--- src/rtl/mem_port_arbiter.sv ---
// mem_port_arbiter
//   Shares one synchronous RAM port between N_RD read channels and one write
//   channel. Requests are granted combinationally in round-robin order, the
//   granted access is registered onto the RAM port the following cycle, and
//   read responses are routed back to the issuing channel through a tag
//   pipeline that tracks the RAM read latency.
//
// Ports
//   clk, rst             clock, asynchronous active-high reset
//   rd_req/rd_addr       per-channel read request and word address
//   rd_gnt               one-hot read grant (combinational)
//   rd_valid/rd_data     per-channel response pulse and held response data
//   wr_req/wr_addr/
//   wr_data/wr_strb      write request, word address, data, byte enables
//   wr_gnt               write grant (combinational)
//   mem_en/mem_we/
//   mem_addr/mem_wdata/
//   mem_wstrb            registered RAM access port
//   mem_rdata            RAM read data, MEM_LAT cycles after a read mem_en
module mem_port_arbiter #(
  parameter int N_RD           = 3,
  parameter int AXI_WIDTH      = 128,
  parameter int AXI_ADDR_WIDTH = 32,
  parameter int LSB            = $clog2(AXI_WIDTH) - 3,
  parameter int AW             = AXI_ADDR_WIDTH - LSB,
  parameter int MEM_LAT        = 1
) (
  input  logic                      clk,
  input  logic                      rst,
  input  logic [N_RD-1:0]           rd_req,
  input  logic [N_RD*AW-1:0]        rd_addr,
  output logic [N_RD-1:0]           rd_gnt,
  output logic [N_RD-1:0]           rd_valid,
  output logic [N_RD*AXI_WIDTH-1:0] rd_data,
  input  logic                      wr_req,
  input  logic [AW-1:0]             wr_addr,
  input  logic [AXI_WIDTH-1:0]      wr_data,
  input  logic [AXI_WIDTH/8-1:0]    wr_strb,
  output logic                      wr_gnt,
  output logic                      mem_en,
  output logic                      mem_we,
  output logic [AW-1:0]             mem_addr,
  output logic [AXI_WIDTH-1:0]      mem_wdata,
  output logic [AXI_WIDTH/8-1:0]    mem_wstrb,
  input  logic [AXI_WIDTH-1:0]      mem_rdata
);

  // Requester N_RD is the write channel; reads are 0..N_RD-1.
  localparam int NR  = N_RD + 1;
  localparam int IDW = $clog2(NR);
  localparam int CW  = (N_RD > 1) ? $clog2(N_RD) : 1;
  localparam int SW  = AXI_WIDTH / 8;

  logic [NR-1:0]          req_all;
  logic [NR-1:0]          gnt_vec;
  logic                   gnt_any;
  logic                   gnt_is_wr;
  logic [IDW-1:0]         gnt_idx;
  logic [IDW:0]           cand;
  logic [IDW-1:0]         ptr_q, ptr_d;
  logic [AW-1:0]          rd_addr_sel;
  logic [CW-1:0]          rd_id;

  logic                   mem_en_q, mem_we_q;
  logic [AW-1:0]          mem_addr_q;
  logic [AXI_WIDTH-1:0]   mem_wdata_q;
  logic [SW-1:0]          mem_wstrb_q;
  logic [CW-1:0]          iss_id_q;

  logic [MEM_LAT-1:0]     tag_vld_q;
  logic [CW-1:0]          tag_id_q [MEM_LAT];
  logic [AXI_WIDTH-1:0]   rd_data_q [N_RD];

  // Round-robin search starting at ptr_q, the index after the last grant.
  // Grants are suppressed while reset is asserted so every output is 0.
  always_comb begin
    req_all = {wr_req, rd_req};
    gnt_vec = '0;
    gnt_idx = '0;
    gnt_any = 1'b0;
    cand    = '0;
    if (!rst) begin
      for (int i = 0; i < NR; i++) begin
        cand = {1'b0, ptr_q} + (IDW+1)'(i);
        if (cand >= (IDW+1)'(NR)) cand = cand - (IDW+1)'(NR);
        if (!gnt_any && req_all[cand[IDW-1:0]]) begin
          gnt_any                 = 1'b1;
          gnt_idx                 = cand[IDW-1:0];
          gnt_vec[cand[IDW-1:0]]  = 1'b1;
        end
      end
    end
  end

  always_comb begin
    ptr_d = ptr_q;
    if (gnt_any) ptr_d = (gnt_idx == IDW'(N_RD)) ? '0 : gnt_idx + 1'b1;
  end

  assign rd_gnt    = gnt_vec[N_RD-1:0];
  assign wr_gnt    = gnt_vec[N_RD];
  assign gnt_is_wr = gnt_vec[N_RD];

  // Address and channel id of the granted read (don't-care on write grants).
  always_comb begin
    rd_addr_sel = '0;
    rd_id       = '0;
    for (int k = 0; k < N_RD; k++) begin
      if (gnt_vec[k]) begin
        rd_addr_sel = rd_addr[k*AW +: AW];
        rd_id       = CW'(k);
      end
    end
  end

  // ---- issue stage: granted access registered onto the RAM port ----
  always_ff @(posedge clk or posedge rst) begin
    if (rst) begin
      ptr_q       <= '0;
      mem_en_q    <= 1'b0;
      mem_we_q    <= 1'b0;
      mem_addr_q  <= '0;
      mem_wdata_q <= '0;
      mem_wstrb_q <= '0;
      iss_id_q    <= '0;
    end else begin
      ptr_q    <= ptr_d;
      mem_en_q <= gnt_any;
      if (gnt_any) begin
        mem_we_q <= gnt_is_wr;
        iss_id_q <= rd_id;
        if (gnt_is_wr) begin
          mem_addr_q  <= wr_addr;
          mem_wdata_q <= wr_data;
          mem_wstrb_q <= wr_strb;
        end else begin
          mem_addr_q  <= rd_addr_sel;
        end
      end
    end
  end

  assign mem_en    = mem_en_q;
  assign mem_we    = mem_we_q;
  assign mem_addr  = mem_addr_q;
  assign mem_wdata = mem_wdata_q;
  assign mem_wstrb = mem_wstrb_q;

  // ---- tag pipeline: one stage per cycle of RAM read latency ----
  // Stage MEM_LAT-1 lines up with the cycle in which mem_rdata is valid.
  always_ff @(posedge clk or posedge rst) begin
    if (rst) begin
      tag_vld_q <= '0;
      for (int i = 0; i < MEM_LAT; i++) tag_id_q[i] <= '0;
    end else begin
      tag_vld_q[0] <= mem_en_q & ~mem_we_q;
      tag_id_q[0]  <= iss_id_q;
      for (int i = 1; i < MEM_LAT; i++) begin
        tag_vld_q[i] <= tag_vld_q[i-1];
        tag_id_q[i]  <= tag_id_q[i-1];
      end
    end
  end

  // ---- response stage: route mem_rdata to the tagged channel ----
  // The returning word is forwarded in the rd_valid cycle and captured so the
  // channel keeps seeing it until its next response.
  always_comb begin
    rd_valid = '0;
    rd_data  = '0;
    for (int k = 0; k < N_RD; k++) begin
      rd_valid[k] = tag_vld_q[MEM_LAT-1] && (tag_id_q[MEM_LAT-1] == CW'(k));
      rd_data[k*AXI_WIDTH +: AXI_WIDTH] = rd_valid[k] ? mem_rdata : rd_data_q[k];
    end
  end

  always_ff @(posedge clk or posedge rst) begin
    if (rst) begin
      for (int k = 0; k < N_RD; k++) rd_data_q[k] <= '0;
    end else begin
      for (int k = 0; k < N_RD; k++) begin
        if (rd_valid[k]) rd_data_q[k] <= mem_rdata;
      end
    end
  end

endmodule

--- config.mk ---
export PLATFORM = sky130hd
export DESIGN_NAME = mem_port_arbiter
export DESIGN_NICKNAME = d
export VERILOG_FILES = /design/src/rtl/mem_port_arbiter.sv
export SDC_FILE = /design/constraint.sdc
export NUM_CORES = 1
export LEC_CHECK = 0
export CORE_AREA = 2 2 370 372
export CTS_CLUSTER_DIAMETER = 80
export DETAILED_ROUTE_END_ITERATION = 10
export DIE_AREA = 0 0 372 374
export PLACE_DENSITY_LB_ADDON = 0.2
export SYNTH_ARGS = -nofsm -noshare
export SYNTH_HDL_FRONTEND = slang
export SYNTH_SLANG_ARGS = --single-unit
--- constraint.sdc ---
create_clock -name clk -period 33.8 [get_ports clk]
set_input_delay 5.07 -clock clk [delete_from_list [all_inputs] [get_ports clk]]
set_output_delay 5.07 -clock clk [all_outputs]
set_load 0.01 [all_outputs]
# Yosys cells after proc, flatten, opt, wreduce, memory -nomap -nowiden

Cells that the tools add are included.

Add/subtract/negate cells: 8
Order comparisons: 12
Eq/ne operators: 3
Mux-type cells: 55
Bitwise logic cells: 5
Reductions and logical operators: 15

Operators by type and width:

| kind                  | number |
|---|---|
| $mux W128             | 3 |
| $mux W28              | 4 |
| $mux W4               | 8 |
| $mux W2               | 15 |
| $mux W1               | 17 |
| $lt A2 B3 Y1 const B  | 4 |
| $or A4 B4 Y4          | 3 |
| $logic_and A1 B1 Y1   | 10 |
| $ge A3 B3 Y1 const B  | 3 |
| $bmux W1 S2           | 4 |
| $demux W1 S2          | 4 |
| $ge A2 B1 Y1 const B  | 4 |
| $sub A2 B1 Y2 const B | 4 |
| $add A2 B2 Y3 const B | 2 |
| $eq A2 B2 Y1 const B  | 2 |
| $add A2 B1 Y3 const B | 1 |
| $ge A2 B3 Y1 const B  | 1 |
| $logic_not A1 Y1      | 3 |
| $add A2 B1 Y2 const B | 1 |
| $eq A2 B1 Y1 const B  | 1 |
| $logic_not A2 Y1      | 1 |
| $reduce_and A2 Y1     | 1 |
| $and A1 B1 Y1         | 1 |
| $not A1 Y1            | 1 |

Flip-flop bits (word level): 565
Bits of input ports: 390

# Logic depth before layout (Yosys ltp)

Depth in word-level cells: 23
Gate-level depth with buffers: 13

# Least setup slack after synthesis

No wires, ideal clock.

Path kind: input to output
Start point: input rst
End point: output rd_gnt[0]
Arrival: 21.486 ns
Path slack: 7.244 ns
Stages on the path: 3
Cells stage by stage: clkinv_1 a32o_1 buf_2

Cells in the longest elaborated chain, start to end: 1

RTL lines:

| element         | line | text |
|---|---|---|
| start, declared | 29   | `input logic rst,` |
| $mux W4         | 82   | `if (!rst) begin` |
| end, declared   | 32   | `output logic [N_RD-1:0] rd_gnt,` |

No other way between the ends.

# Final worst setup path

Start point: input wr_req
End point: output rd_gnt[0]

Cells in the longest elaborated chain, start to end: 16

RTL lines:

| element                       | line | text |
|---|---|---|
| start, declared               | 35   | `input logic wr_req,` |
| $bmux W1 S2                   | 86   | `if (!gnt_any && req_all[cand[IDW-1:0]]) begin` |
| $mux W1 (not written as such) | 86   |  |
| $mux W1                       | 86   |  |
| $mux W1                       | 82   |  |
| $logic_not A1 Y1              | 86   |  |
| $logic_and A1 B1 Y1           | 86   |  |
| $mux W1                       | 86   |  |
| $mux W1                       | 82   |  |
| $logic_not A1 Y1              | 86   |  |
| $logic_and A1 B1 Y1           | 86   |  |
| $mux W1                       | 86   |  |
| $mux W1                       | 82   |  |
| $logic_not A1 Y1              | 86   |  |
| $logic_and A1 B1 Y1           | 86   |  |
| $mux W4 *                     | 86   |  |
| $mux W4 *                     | 82   |  |

Every way passes the cells marked *; elsewhere a longest branch is shown, timed or not. The select of a mux whose other input is x is not followed.

==> metrics.cfg <==
[logic_synthesis]
synth_edf_count = 0
async_reset_ff_share_pct = 100
avgSynthCellArea_um2 = 11.6
synth_warnings = 0
synth_seq_area_share_pct = 63.2
synthCells = 1931
syn_area_mm2 = 0.0224
synth_cell_types = 54
syn_nets = 2328
synth_seq_cells = 565
ys.flop_type = dfrtp_1

[setup_path]
critPathMaxStageDelay_ps = 760
reg2reg_depth = 9
r2r_setup_slack_ps = 28430
crit_family = buffers and inverters
crit_top_cell = clkdlybuf4s50_1
critPathBufInv = 3
cp.required_ps = 28730
cp-end-kind = output pin
slowest_stage = clkdlybuf4s50_1
arrival_ps = 8040
path_cells = clkdlybuf4s50_1 > or3b_4 > a2111oi_4 > or2_2 > a32o_1 > buf_4 > clkdlybuf4s50_1
reg2reg_to = mem_wdata[76]$_DFFE_PP0P_
criticalPathCategory = in -> out
timing.rr.start = ptr_q[0]$_DFFE_PP0P_
critPathLaunchType = input port
path_max_fanout = 29

[clock_network]
holdBufCountCts = 0
cts_tree = yes
cts_sinks = 565
worst_skew_pair.late_latency_ps = 660
clock_path_buffers = 3
cts-resized-gates = 0
htreeDepth = 3
clkTransAtPathRegs_ps = 50
cts_buffers = 77
root_buffer = clkbuf_16
postCtsSetupBuffers = 0

[sta]
rsz0062_at_grt = no
hold_viol_final = 0
setup_violations = 0
fmax_mhz = 76.3
setup_tns_ps = 0
slew_headroom_pct = 22.2
post-route-period-util_pct = 38.8
finClkSkew_ps = 18.6
fin_crit_ps = 13110
drv_slew = 0
hold_ws_ps = 377
tightest_slew_ps = 1170
worst_slack_ps = 20690

[placed_design]
hpwl_um = 71900
gp_congestion = 0.808
dpl_worst_slack_ps = 20720
dpl.cell_count = 4575
port_buffers = 954

[routing]
vias_per_cell = 3.80
wl_met1_um = 40200
ant_nets = 0
dr.pass1.iters = 5
wl_met3_um = 6280
wl_per_cell_um = 21.3
wirelength_um = 101000
top_layer_used = met4
routed-via-count = 18000
dr.first_iter.drc_count = 937
drc_errors = 0
wl_met2_um = 51600

[power_and_ir_drop]
p_int_mw = 2.48
p_sw_mw = 1.41
swShare_pct = 36.2
p_per_area_mw_per_mm2 = 107
seqPwrFrac_pct = 29.5
vdd_drop_max_uv = 42.7
leakage_nw = 15.6
p_clk_share_pct = 21.0
p_comb_share_pct = 49.5

[global_route]
grt_pass1_wl_um = 142000
antenna_found_initial = 8
track_usage_pct = 14.1
grt_pass1_vias = 18500
overflow = 0
grt_max_degree = 129

[cells_and_area]
area_growth_pct = 62.3
fin_nets = 3270
fin_cells = 4721
drive_gt1_share_pct = 13.4
layout_commonest_cell = clkdlybuf4s50_1
layout.cells.most_common_list = clkdlybuf4s50_1, nand2_1, dfrtp_1

[worst_hold_path]
hold_path_end = tag_id_q[0]$_DFF_PP0_
hp-class = reg -> reg
holdPathStages = 0
hp-start = iss_id_q[0]$_DFFE_PP0P_

[die]
ios = 955
fp-row-count = 135
initial_core_util_pct = 16.6
chipWidth_um = 372
die_h_um = 374
die_area_mm2 = 0.139
core_area_mm2 = 0.135

[job]
drv_cap = 0

[outcome]
status = finished clean

==> stage by stage <==
step           utilization (%)  area (µm²)  total power, mW
4_1_cts                   26.9       36300             3.97
6_report                  26.9       36300             3.88
2_1_floorplan                -       22400             1.99
3_3_place_gp              25.0       33800             3.11
3_5_place_dp              25.0       33800             3.11
5_1_grt                   26.9       36300             4.11
==> flip-flops by register name, summed over array words and instances (netlist names) <==
signal     flops
tag_id_q       2
iss_id_q       2
mem_wdata    128
ptr_q          2
mem_we         1
tag_vld_q      1
mem_en         1
mem_wstrb     16
mem_addr      28
rd_data_q    384
==> cell type report <==
type | instances | area [µm²]
Clock inverter | 22 | 246
Clock buffer | 119 | 2250
Tap cell | 1781 | 2230
Multi-Input combinational cell | 1240 | 7600
Inverter | 7 | 43.8
Sequential cell | 565 | 14100
Fill cell | 14300 | 98700
Antenna cell | 5 | 12.5
Timing Repair Buffer | 982 | 9770
==> synthesized netlist by cell type (3+ instances only) <==
| cell | count | share of area [%] |
|---|---|---|
| nand3_1 | 28 | 0.63 |
| buf_6 | 17 | 0.86 |
| dfrtp_1 | 565 | 63 |
| a22oi_1 | 29 | 0.97 |
| mux2_2 | 218 | 11 |
| ha_1 | 7 | 0.39 |
| inv_1 | 6 | 0.10 |
| clkbuf_1 | 67 | 1.1 |
| nor2_1 | 4 | 0.067 |
| and3_1 | 4 | 0.11 |
| nor2b_1 | 3 | 0.084 |
| o21ai_0 | 3 | 0.067 |
| a32oi_1 | 29 | 1.1 |
| o21a_1 | 4 | 0.13 |
| buf_2 | 17 | 0.38 |
| buf_1 | 9 | 0.15 |
| o22ai_1 | 3 | 0.084 |
| o211ai_2 | 13 | 0.73 |
| nand3b_1 | 3 | 0.10 |
| nand2_1 | 777 | 13 |
| mux4_2 | 3 | 0.30 |
| buf_4 | 8 | 0.27 |
| nand2b_1 | 3 | 0.084 |
| o211ai_1 | 17 | 0.57 |
| a21o_1 | 3 | 0.10 |
| mux2_1 | 57 | 2.9 |
==> logic make-up after synthesis <==
| kind of cell | share of synthesized area, % |
|---|---|
| AND/OR/NAND/NOR | 14.4 |
| flip-flops | 63.2 |
| multiplexers | 14.4 |
| buffers and inverters | 2.92 |
| AO/OA/AOI/OAI | 4.70 |
| adder cells (fa/ha/maj) | 0.391 |
| XOR/XNOR | 0.0392 |
==> routing by layer <==
metal / vias to the layer above / track usage (%)
li1: 8320 / -
met1: 8969 / 16.7
met2: 555 / 24.4
met3: 117 / 3.41
met4: 0 / 5.09
met5: - / 0
==> worst max path at each step <==
| stage | slack, ps | cells past startpoint | startpoint | to |
|---|---|---|---|---|
| after detailed placement | 20720 | 7 | wr_req | rd_gnt[0] |
| after global placement | 20700 | 7 | wr_req | rd_gnt[0] |
| final | 20690 | 7 | wr_req | rd_gnt[0] |
| after CTS | 20710 | 7 | wr_req | rd_gnt[0] |
| after global routing | 20540 | 7 | wr_req | rd_gnt[0] |
| after floorplan | 7240 | 3 | rst | rd_gnt[0] |
==> power groups by stage <==
stage | Sequential [mW] | Clock (mW) | Combinational (mW)
after detailed placement | 1.15 | 0 | 1.96
after global placement | 1.15 | 0 | 1.96
after CTS | 1.14 | 0.855 | 1.97
after global routing | 1.18 | 0.879 | 2.05
after floorplan | 1.18 | 0 | 0.811
final | 1.14 | 0.818 | 1.92
(Power assumes the default switching activity.)
